<file path="config.mk">
export PLATFORM = sky130hd
export DESIGN_NAME = nspi_tx
export DESIGN_NICKNAME = d
export VERILOG_FILES = /design/src/rtl/nspi_pkg.sv /design/src/rtl/nspi_shift_lane.sv /design/src/rtl/nspi_tx.sv
export SDC_FILE = /design/constraint.sdc
export NUM_CORES = 1
export LEC_CHECK = 0
export CAP_MARGIN = 20
export CORE_ASPECT_RATIO = 1.5
export CORE_MARGIN = 3
export CORE_UTILIZATION = 45
export CTS_CLUSTER_SIZE = 10
export DETAILED_ROUTE_END_ITERATION = 8
export DONT_BUFFER_PORTS = 1
export PLACE_DENSITY = 0.71
export SLEW_MARGIN = 25
export SYNTH_ARGS = -nofsm -noshare
export SYNTH_HDL_FRONTEND = slang
export SYNTH_SLANG_ARGS = --single-unit
</file>
<file path="constraint.sdc">
create_clock -name clk -period 4 [get_ports clk]
set_input_delay 0.8 -clock clk [delete_from_list [all_inputs] [get_ports clk]]
set_output_delay 0.8 -clock clk [all_outputs]
set_load 0.02 [all_outputs]
</file>
<file path="src/rtl/nspi_pkg.sv">
// Shared types and helpers for the N-channel SPI transmitter.
// Holds the FSM state encoding and counter sizing.
package nspi_pkg;

  typedef enum logic [1:0] {
    IDLE,
    LOW,
    HIGH,
    FINISH
  } state_e;

  // Counter width for a range of n values, never narrower than 1 bit.
  function automatic int cnt_w(input int n);
    return (n < 2) ? 1 : $clog2(n);
  endfunction

endpackage

</file>
<file path="src/rtl/nspi_shift_lane.sv">
// One MOSI lane: captures a word, then presents it bit by bit.
// The serial bit is registered so the lane output is glitch free.
module nspi_shift_lane
  import nspi_pkg::*;
#(
  parameter int SPI_SIZE  = 8,
  parameter int MSB_FIRST = 1
) (
  input  logic                clk,
  input  logic                rst,
  input  logic                load_i,
  input  logic                shift_i,
  input  logic                clr_i,
  input  logic [SPI_SIZE-1:0] data_i,
  output logic                mosi_o
);

  logic [SPI_SIZE-1:0] sr_q;
  logic [SPI_SIZE-1:0] sr_d;
  logic                mosi_q;

  // Word after one shift towards the output end.
  always_comb begin
    sr_d = sr_q;
    if (MSB_FIRST != 0) sr_d = sr_q << 1;
    else                sr_d = sr_q >> 1;
  end

  // Load, shift or clear the word and its output bit.
  always_ff @(posedge clk or negedge rst) begin
    if (!rst) begin
      sr_q   <= '0;
      mosi_q <= 1'b0;
    end else if (load_i) begin
      sr_q   <= data_i;
      mosi_q <= (MSB_FIRST != 0) ? data_i[SPI_SIZE-1]
                                 : data_i[0];
    end else if (shift_i) begin
      sr_q   <= sr_d;
      mosi_q <= (MSB_FIRST != 0) ? sr_d[SPI_SIZE-1]
                                 : sr_d[0];
    end else if (clr_i) begin
      mosi_q <= 1'b0;
    end
  end

  assign mosi_o = mosi_q;

endmodule

</file>
<file path="src/rtl/nspi_tx.sv">
// N-channel parallel SPI transmitter, mode 0, TX only.
// All lanes share spi_clk and bit timing; data is per lane.
module nspi_tx
  import nspi_pkg::*;
#(
  parameter int CHANNEL_NUMBER = 2,
  parameter int SPI_SIZE       = 8,
  parameter int MSB_FIRST      = 1,
  parameter int CLK_HALF       = 1
) (
  input  logic                      clk,
  input  logic                      rst,
  input  logic                      start_tx,
  output logic                      tx_finish,
  input  logic [SPI_SIZE-1:0]       data_in [CHANNEL_NUMBER],
  output logic                      spi_clk,
  output logic [CHANNEL_NUMBER-1:0] spi_mosi
);

  localparam int CW = cnt_w(SPI_SIZE);
  localparam int DW = cnt_w(CLK_HALF);

  localparam logic [CW-1:0] LAST_BIT = CW'(SPI_SIZE - 1);
  localparam logic [DW-1:0] DIV_END  = DW'(CLK_HALF - 1);

  state_e        state_q;
  logic [CW-1:0] bit_q;
  logic [DW-1:0] div_q;
  logic          sclk_q;
  logic          fin_q;

  logic half_done;
  logic last_bit;
  logic load;
  logic shift;
  logic clr;

  // Lane control decoded from the current state.
  always_comb begin
    half_done = (div_q == DIV_END);
    last_bit  = (bit_q == LAST_BIT);
    load      = (state_q == IDLE) && start_tx;
    shift     = (state_q == HIGH) && half_done && !last_bit;
    clr       = (state_q == HIGH) && half_done && last_bit;
  end

  // Sequencer: divider, bit counter, spi_clk and finish pulse.
  always_ff @(posedge clk or negedge rst) begin
    if (!rst) begin
      state_q <= IDLE;
      bit_q   <= '0;
      div_q   <= '0;
      sclk_q  <= 1'b0;
      fin_q   <= 1'b0;
    end else begin
      unique case (state_q)
        IDLE: begin
          sclk_q <= 1'b0;
          fin_q  <= 1'b0;
          if (start_tx) begin
            bit_q   <= '0;
            div_q   <= '0;
            state_q <= LOW;
          end
        end
        LOW: begin
          if (half_done) begin
            div_q   <= '0;
            sclk_q  <= 1'b1;
            state_q <= HIGH;
          end else begin
            div_q <= div_q + DW'(1);
          end
        end
        HIGH: begin
          if (half_done) begin
            div_q  <= '0;
            sclk_q <= 1'b0;
            if (last_bit) begin
              fin_q   <= 1'b1;
              state_q <= FINISH;
            end else begin
              bit_q   <= bit_q + CW'(1);
              state_q <= LOW;
            end
          end else begin
            div_q <= div_q + DW'(1);
          end
        end
        FINISH: begin
          fin_q   <= 1'b0;
          state_q <= IDLE;
        end
        default: state_q <= IDLE;
      endcase
    end
  end

  for (genvar c = 0; c < CHANNEL_NUMBER; c++) begin : g_lane
    nspi_shift_lane #(
      .SPI_SIZE (SPI_SIZE),
      .MSB_FIRST(MSB_FIRST)
    ) u_lane (
      .clk    (clk),
      .rst    (rst),
      .load_i (load),
      .shift_i(shift),
      .clr_i  (clr),
      .data_i (data_in[c]),
      .mosi_o (spi_mosi[c])
    );
  end

  assign spi_clk   = sclk_q;
  assign tx_finish = fin_q;

endmodule

</file>
# Word-level counts from Yosys, hierarchy flattened
# Index checks and enable logic that the tools add are counted.
word_totals:
  ff_bits: 24
  in_bits: 19
  out_inout_bits: 4
  wordCells: 67
classes:
  add_sub_neg: 2
  n_eq_ne: 9
  muxes: 27
  bitwise: 1
  reduce_logical: 19
ops:
  columns: ["cell", "n"]
  rows:
  - ["two-way mux 7 bit", 4]
  - ["two-way mux 1 bit", 11]
  - ["inequality test 2 bit (second input constant)", 5]
  - ["two-way mux 3 bit", 3]
  - ["AND reduction 3 bit", 3]
  - ["two-way mux 2 bit", 4]
  - ["case mux 2 bit (4 select lines)", 1]
  - ["nonzero test 2 bit", 4]
  - ["case mux 3 bit (2 select lines)", 1]
  - ["nonzero test 3 bit", 2]
  - ["== test 2 bit (second input constant)", 2]
  - ["logical AND 1 bit", 4]
  - ["case mux 1 bit (2 select lines)", 2]
  - ["AND reduction 4 bit", 1]
  - ["OR reduction 2 bit", 2]
  - ["adder 3 x 1 -> 3 bit (second input constant)", 1]
  - ["== test 3 bit (second input constant)", 1]
  - ["case mux 1 bit (3 select lines)", 1]
  - ["== test 2 x 1 -> 1 bit (second input constant)", 1]
  - ["zero test 2 bit", 1]
  - ["AND reduction 2 bit", 1]
  - ["adder 1 bit (second input constant)", 1]
  - ["zero test 1 bit", 1]
  - ["NOT 1 bit", 1]

# Longest topological paths before layout
logic_depth:
  word_depth: 6
  depth_mapped: 7
  ltp_nobuf: 5

# By module
# A second synthesis with hierarchy kept.
unflattened:
  cells_unflattened: 111
  area_unflattened_um2: 1193.6
by_module_without_submodules:
  columns: ["module", "instances", "cells_per_inst", "area_each_um2", "seq_area_each_um2"]
  rows:
  - ["nspi_shift_lane", 2, 35, 367.9, 200.2]
  - ["nspi_tx", 1, 41, 457.9, 175.2]

# Worst setup path after synthesis
# Ideal clock, no wire load.
synth_timing:
  kind: "reg2reg"
  from: "register bit_q[0]"
  to: "register g_lane[0].u_lane.sr_q[1]"
  setup_time_ns: 0.132
  arrival_ns: 1.467
  t_required_ns: 3.868
  path_slack_ns: 2.401
  path_stages_with_launch: 8
  path_buffers: 2
  synth_period_minus_slack_ns: 1.599
  cell_sequence: "dfrtp_1 ha_1 ha_1 nor2b_2 buf_6 buf_12 mux2i_1 o21ai_1"
synth_between:
  elab_chain_len: 4
synth_lines:
  columns: ["element", "line_no", "text"]
  rows:
  - ["start: declaration", "nspi_tx.sv:27", "logic [CW-1:0] bit_q;"]
  - ["start signal: assignment", "nspi_tx.sv:83", "bit_q <= bit_q + CW'(1);"]
  - ["== test 3 bit", "nspi_tx.sv:41", "last_bit = (bit_q == LAST_BIT);"]
  - ["zero test 1 bit", "nspi_tx.sv:43", "shift = (state_q == HIGH) && half_done && !last_bit;"]
  - ["logical AND 1 bit", "nspi_tx.sv:43", null]
  - ["nonzero test 2 bit (no source line)", null, null]
  - ["end signal: assignment", "nspi_shift_lane.sv:35", "sr_q <= data_i;"]
  - ["end signal: assignment", "nspi_shift_lane.sv:39", "sr_q <= sr_d;"]
  - ["end: declaration", "nspi_shift_lane.sv:18", "logic [SPI_SIZE-1:0] sr_q;"]
# Every way passes these cells.
# A chain may end at the register's enable or synchronous reset.

# Final worst setup path
layout_timing:
  from: "register bit_q[0]"
  to: "register g_lane[1].u_lane.sr_q[6]"
layout_between:
  elab_chain_len: 4
layout_lines:
  columns: ["element", "line_no"]
  rows:
  - ["== test 3 bit", "nspi_tx.sv:41"]
  - ["zero test 1 bit", "nspi_tx.sv:43"]
  - ["logical AND 1 bit", "nspi_tx.sv:43"]
  - ["nonzero test 2 bit (no source line)", null]
  - ["end signal: assignment", "nspi_shift_lane.sv:35"]
  - ["end signal: assignment", "nspi_shift_lane.sv:39"]
  - ["end: declaration", "nspi_shift_lane.sv:18"]
# Every way passes these cells.

==> results <==
- The flow ran to the end, and the final reports show no timing, DRC or antenna violations.
- In this run, CTS created clock tree buffers numbering 3.
- For this run, design rule violations remaining after detail routing come to 0.
- Setup repair after global routing left no endpoint under its margin.
- The slowest stage of the critical path belongs to the cell sky130_fd_sc_hd__nor2b_2.
- The synthesized netlist cell count is 107.
- The port buffer count is 0.
- The tightest min-delay check is of the in -> async type.
- After routing, the total negative slack on setup checks comes to 0 ps.
- The initial core utilization is 0.477.
- In the layout the commonest cells are sky130_fd_sc_hd__dfrtp_1 (23), sky130_fd_sc_hd__nand2_1 (16), sky130_fd_sc_hd__mux2i_1 (12), sky130_fd_sc_hd__o21ai_1 (9).
- The peak ir drop on the vdd network is 0.336 mV.
- The sum of internal, switching and leakage power is 0.905 mW.
- The arrival time of the worst setup path is 2330 ps.
- Cell internal power was estimated by the tool at 0.559 mW.
- The number of global-route vias before repair is 745.
- The portion of synthesized cell area occupied by the leading cell type is 0.493.
- The net count after synthesis is 133.
- The final weighted congestion of routability-driven global placement is 0.702.
- The final-layout fill cell count is 229.
- Across the routed clock network, the largest skew measured is 2.24 ps.
- Excluding fillers, the count of instances in the completed layout stands at 128.
- In this run the tightest slew margin relative to its limit is 0.397.
- The region available for standard cell placement spans 2450 µm².
- The total congestion overflow is 0.
- Using the TritonRoute via totals, the vias-per-cell ratio works out to 5.73.
- The largest buffer count on any clock path is 2.
- On the worst path, the slowest cell contributes a delay of 740 ps.
- For this run, the number of Yosys warnings is 0.
- The total leakage power is 0.527 nW.
- In this design, the critical path's most frequently occurring cell is sky130_fd_sc_hd__ha_1.
- The period utilization is 0.540.
- The die is 68.4 µm tall.
- Summed over all instances, the cell type with the most area after synthesis is sky130_fd_sc_hd__dfrtp_1.
- The area enclosed by the die boundary is 3250 µm².
- Setup violations remaining at the end of the flow were counted as 0.
- The post-cts gate resize count is 0.
- Based on the critical path, the design can be clocked at up to 463 MHz.
- The number of slew-limit violations in the final report was 0.
- The I/O pin count is 23.
- The first routing iteration left 14 violations.
- After the last flow step, the layout net total stands at 131.
- Of the synthesized area, sequential elements account for 0.493.
- The growth of design area from synthesis to finish is 0%.
- Of the total power, the clock network draws 0.119.
- The CTS tree is yes.
- The number of clock sinks seen by CTS is 23.
- The cell family contributing the most delay on the critical path is simple AND/OR/NAND/NOR gates.
- The post-synthesis instance area is 1170 µm².
- The highest net fanout along the worst path is 16.
- The sequential cell area is 576 µm².
- The pre-antenna-repair detailed-routing pass consisted of 2 iterations.
- After floorplanning, the core was divided into 22 placement rows.
- The required time of the worst setup path is 4170 ps.
- The kind of start point of the critical path is a flop.
- Counting both buffers and inverters, the worst setup path holds a total of 0.
- The share of total power dissipated in combinational logic is 0.404.
- The number of maximum-capacitance violations is 0.
- The repair_antennas step left the layout with diodes totalling 0.
- The sequential share of power is 0.477.
- The area of the multi-input gates is 527 µm².
- The transition at the pin with the smallest max-transition slack is 901 ps.
- For this run, the total global-route usage over all layers was measured as 0.147.
- The die width is 47.6 µm.
- The per-cell routed wire length is 14.8 µm.
- The average cell area after synthesis is 10.9 µm².
- The count of placed standard cells including taps is 124.
- The number of cell instances on the worst register-to-register path is 5.
- The worst setup path is captured at a flop.
- The signal on the critical path passes through ha_1 -> ha_1 -> nor2b_2 -> mux2i_1 -> o21ai_0.
- Of the total power, the share spent switching nets is 0.382.
- The number of antenna violations at the first check in global routing is 0.
- At the end of the flow the core is filled with cells to 0.477.
- CTS built an H-tree with a depth of 1.
- After layout, the minimum clock period comes to 2160 ps.
- The clock-pin slew reported for the worst setup and hold paths after clock tree synthesis is 120 ps.
- The most common library cell in the layout ignoring fill and taps is sky130_fd_sc_hd__dfrtp_1.
- Once the clock tree was built, the setup fixing pass inserted 0 buffers.
- For flop-to-flop paths, the worst setup slack is 1840 ps.
- The worst setup path is of the reg -> reg kind.
- The HPWL reported at the end of detailed placement is 1360 µm.
- The end of the worst register-to-register path is g_lane[1].u_lane.sr_q[6]$_DFFE_PN0P_.
- The net switching power of the design is 0.346 mW.
- Summed over all layers, the routed wires come to 1890 µm.
- The number of library cell types mapped by synthesis is 22.
- The first global-routing pass estimated 3270 µm of wire.
- The synthesized design contains 23 register bits.
- The cell area power density is 775 nW/µm².
- The detailed router placed 733 vias in this run.
- Entering global routing, the biggest net connects 32 pins.
- Sorting the synthesized cells by area gives the leading types as sky130_fd_sc_hd__dfrtp_1 (49%), sky130_fd_sc_hd__mux2i_1 (10%), sky130_fd_sc_hd__ha_1 (7.5%).
- The final-report hold violation count is 0.
- The beginning of the worst register-to-register path is bit_q[0]$_DFFE_PN0P_.
- The tree is rooted in a sky130_fd_sc_hd__clkbuf_4.
- For the worst-skew pair, the clock arrives at the later sink with an insertion delay of 310 ps.
- Of the cells placed in the final design, the portion with a size suffix greater than 1 is 0.0769.
- The number of hold buffers added after CTS is 0.
- The number of nets with antenna violations after routing is 0.
-- layout make-up --
| class | instances | share of cell area |
|---|---|---|
| clock inverters | 1 | 0.00429 |
| well taps | 24 | 0.0257 |
| multi-input cells | 75 | 0.451 |
| inverters | 2 | 0.00643 |
| flip-flops and latches | 23 | 0.493 |
| clock buffers | 3 | 0.0193 |
-- state kept, by name, indices dropped and copies added (netlist names) --
name / count
tx_finish: 1
g_lane.u_lane.sr_q: 14
g_lane.u_lane.mosi_o: 2
bit_q: 3
state_q: 2
spi_clk: 1
-- synth_stat cells --
master                     count
sky130_fd_sc_hd__nor2b_2       1
sky130_fd_sc_hd__a31oi_1       3
sky130_fd_sc_hd__a21oi_1       1
sky130_fd_sc_hd__nor2_1        3
sky130_fd_sc_hd__and2_1        1
sky130_fd_sc_hd__o21ai_0       6
sky130_fd_sc_hd__nand2_1      16
sky130_fd_sc_hd__nand2b_1      1
sky130_fd_sc_hd__inv_1         2
sky130_fd_sc_hd__buf_6         1
sky130_fd_sc_hd__a21bo_2       1
sky130_fd_sc_hd__buf_4         2
sky130_fd_sc_hd__nor2b_1       4
sky130_fd_sc_hd__mux2_2        2
sky130_fd_sc_hd__a22o_1        7
sky130_fd_sc_hd__dfrtp_1      23
sky130_fd_sc_hd__buf_12        1
sky130_fd_sc_hd__mux2i_1      12
sky130_fd_sc_hd__o21ai_1       9
sky130_fd_sc_hd__o22a_1        1
sky130_fd_sc_hd__clkbuf_1      3
sky130_fd_sc_hd__ha_1          7
-- through the flow --
stage	hold WS (ps)	worst slack, ps	area (µm²)
floorplan	466	2400	1170
global placement	484	1910	1140
detailed placement	486	1850	1140
CTS	138	1830	1170
global route	116	1630	1170
finish	158	1840	1170
-- worst max-delay path by stage --
stage	from	to	slack, ps	cells after the start
2_1_floorplan	bit_q[0]$_DFFE_PN0P_	g_lane[0].u_lane.sr_q[1]$_DFFE_PN0P_	2400	7
3_3_place_gp	bit_q[0]$_DFFE_PN0P_	g_lane[1].u_lane.sr_q[3]$_DFFE_PN0P_	1910	5
3_5_place_dp	bit_q[0]$_DFFE_PN0P_	g_lane[1].u_lane.sr_q[2]$_DFFE_PN0P_	1850	5
4_1_cts	bit_q[0]$_DFFE_PN0P_	g_lane[1].u_lane.sr_q[3]$_DFFE_PN0P_	1830	5
5_1_grt	bit_q[0]$_DFFE_PN0P_	g_lane[1].u_lane.sr_q[3]$_DFFE_PN0P_	1630	5
6_report	bit_q[0]$_DFFE_PN0P_	g_lane[1].u_lane.sr_q[6]$_DFFE_PN0P_	1840	5
-- power by group through the flow --
| stage | Sequential [mW] | Clock, mW | Combinational, mW |
|---|---|---|---|
| 6_report | 0.431 | 0.108 | 0.366 |
| 5_1_grt | 0.447 | 0.124 | 0.423 |
| 4_1_cts | 0.432 | 0.116 | 0.372 |
| 3_5_place_dp | 0.437 | 0 | 0.372 |
| 3_3_place_gp | 0.432 | 0 | 0.358 |
| 2_1_floorplan | 0.404 | 0 | 0.373 |
-- kinds of logic (layout without fill, tap and decap cells) --
kind of cell	after synthesis	after routing	share of synthesized area
AO/OA/AOI/OAI	28	28	0.153
AND/OR/NAND/NOR	26	26	0.101
flip-flops	23	23	0.493
buffers and inverters	9	6	0.0557
multiplexers	14	14	0.122
adder cells (fa/ha/maj)	7	7	0.0750
-- per-layer routing --
layer  global-route usage  part of all wire
met4                0.101             0.023
met3               0.0395             0.050
met1                0.162              0.42
met2                0.237              0.51
met5                    0                 0
No activity file was read; power rests on OpenSTA's default activity.
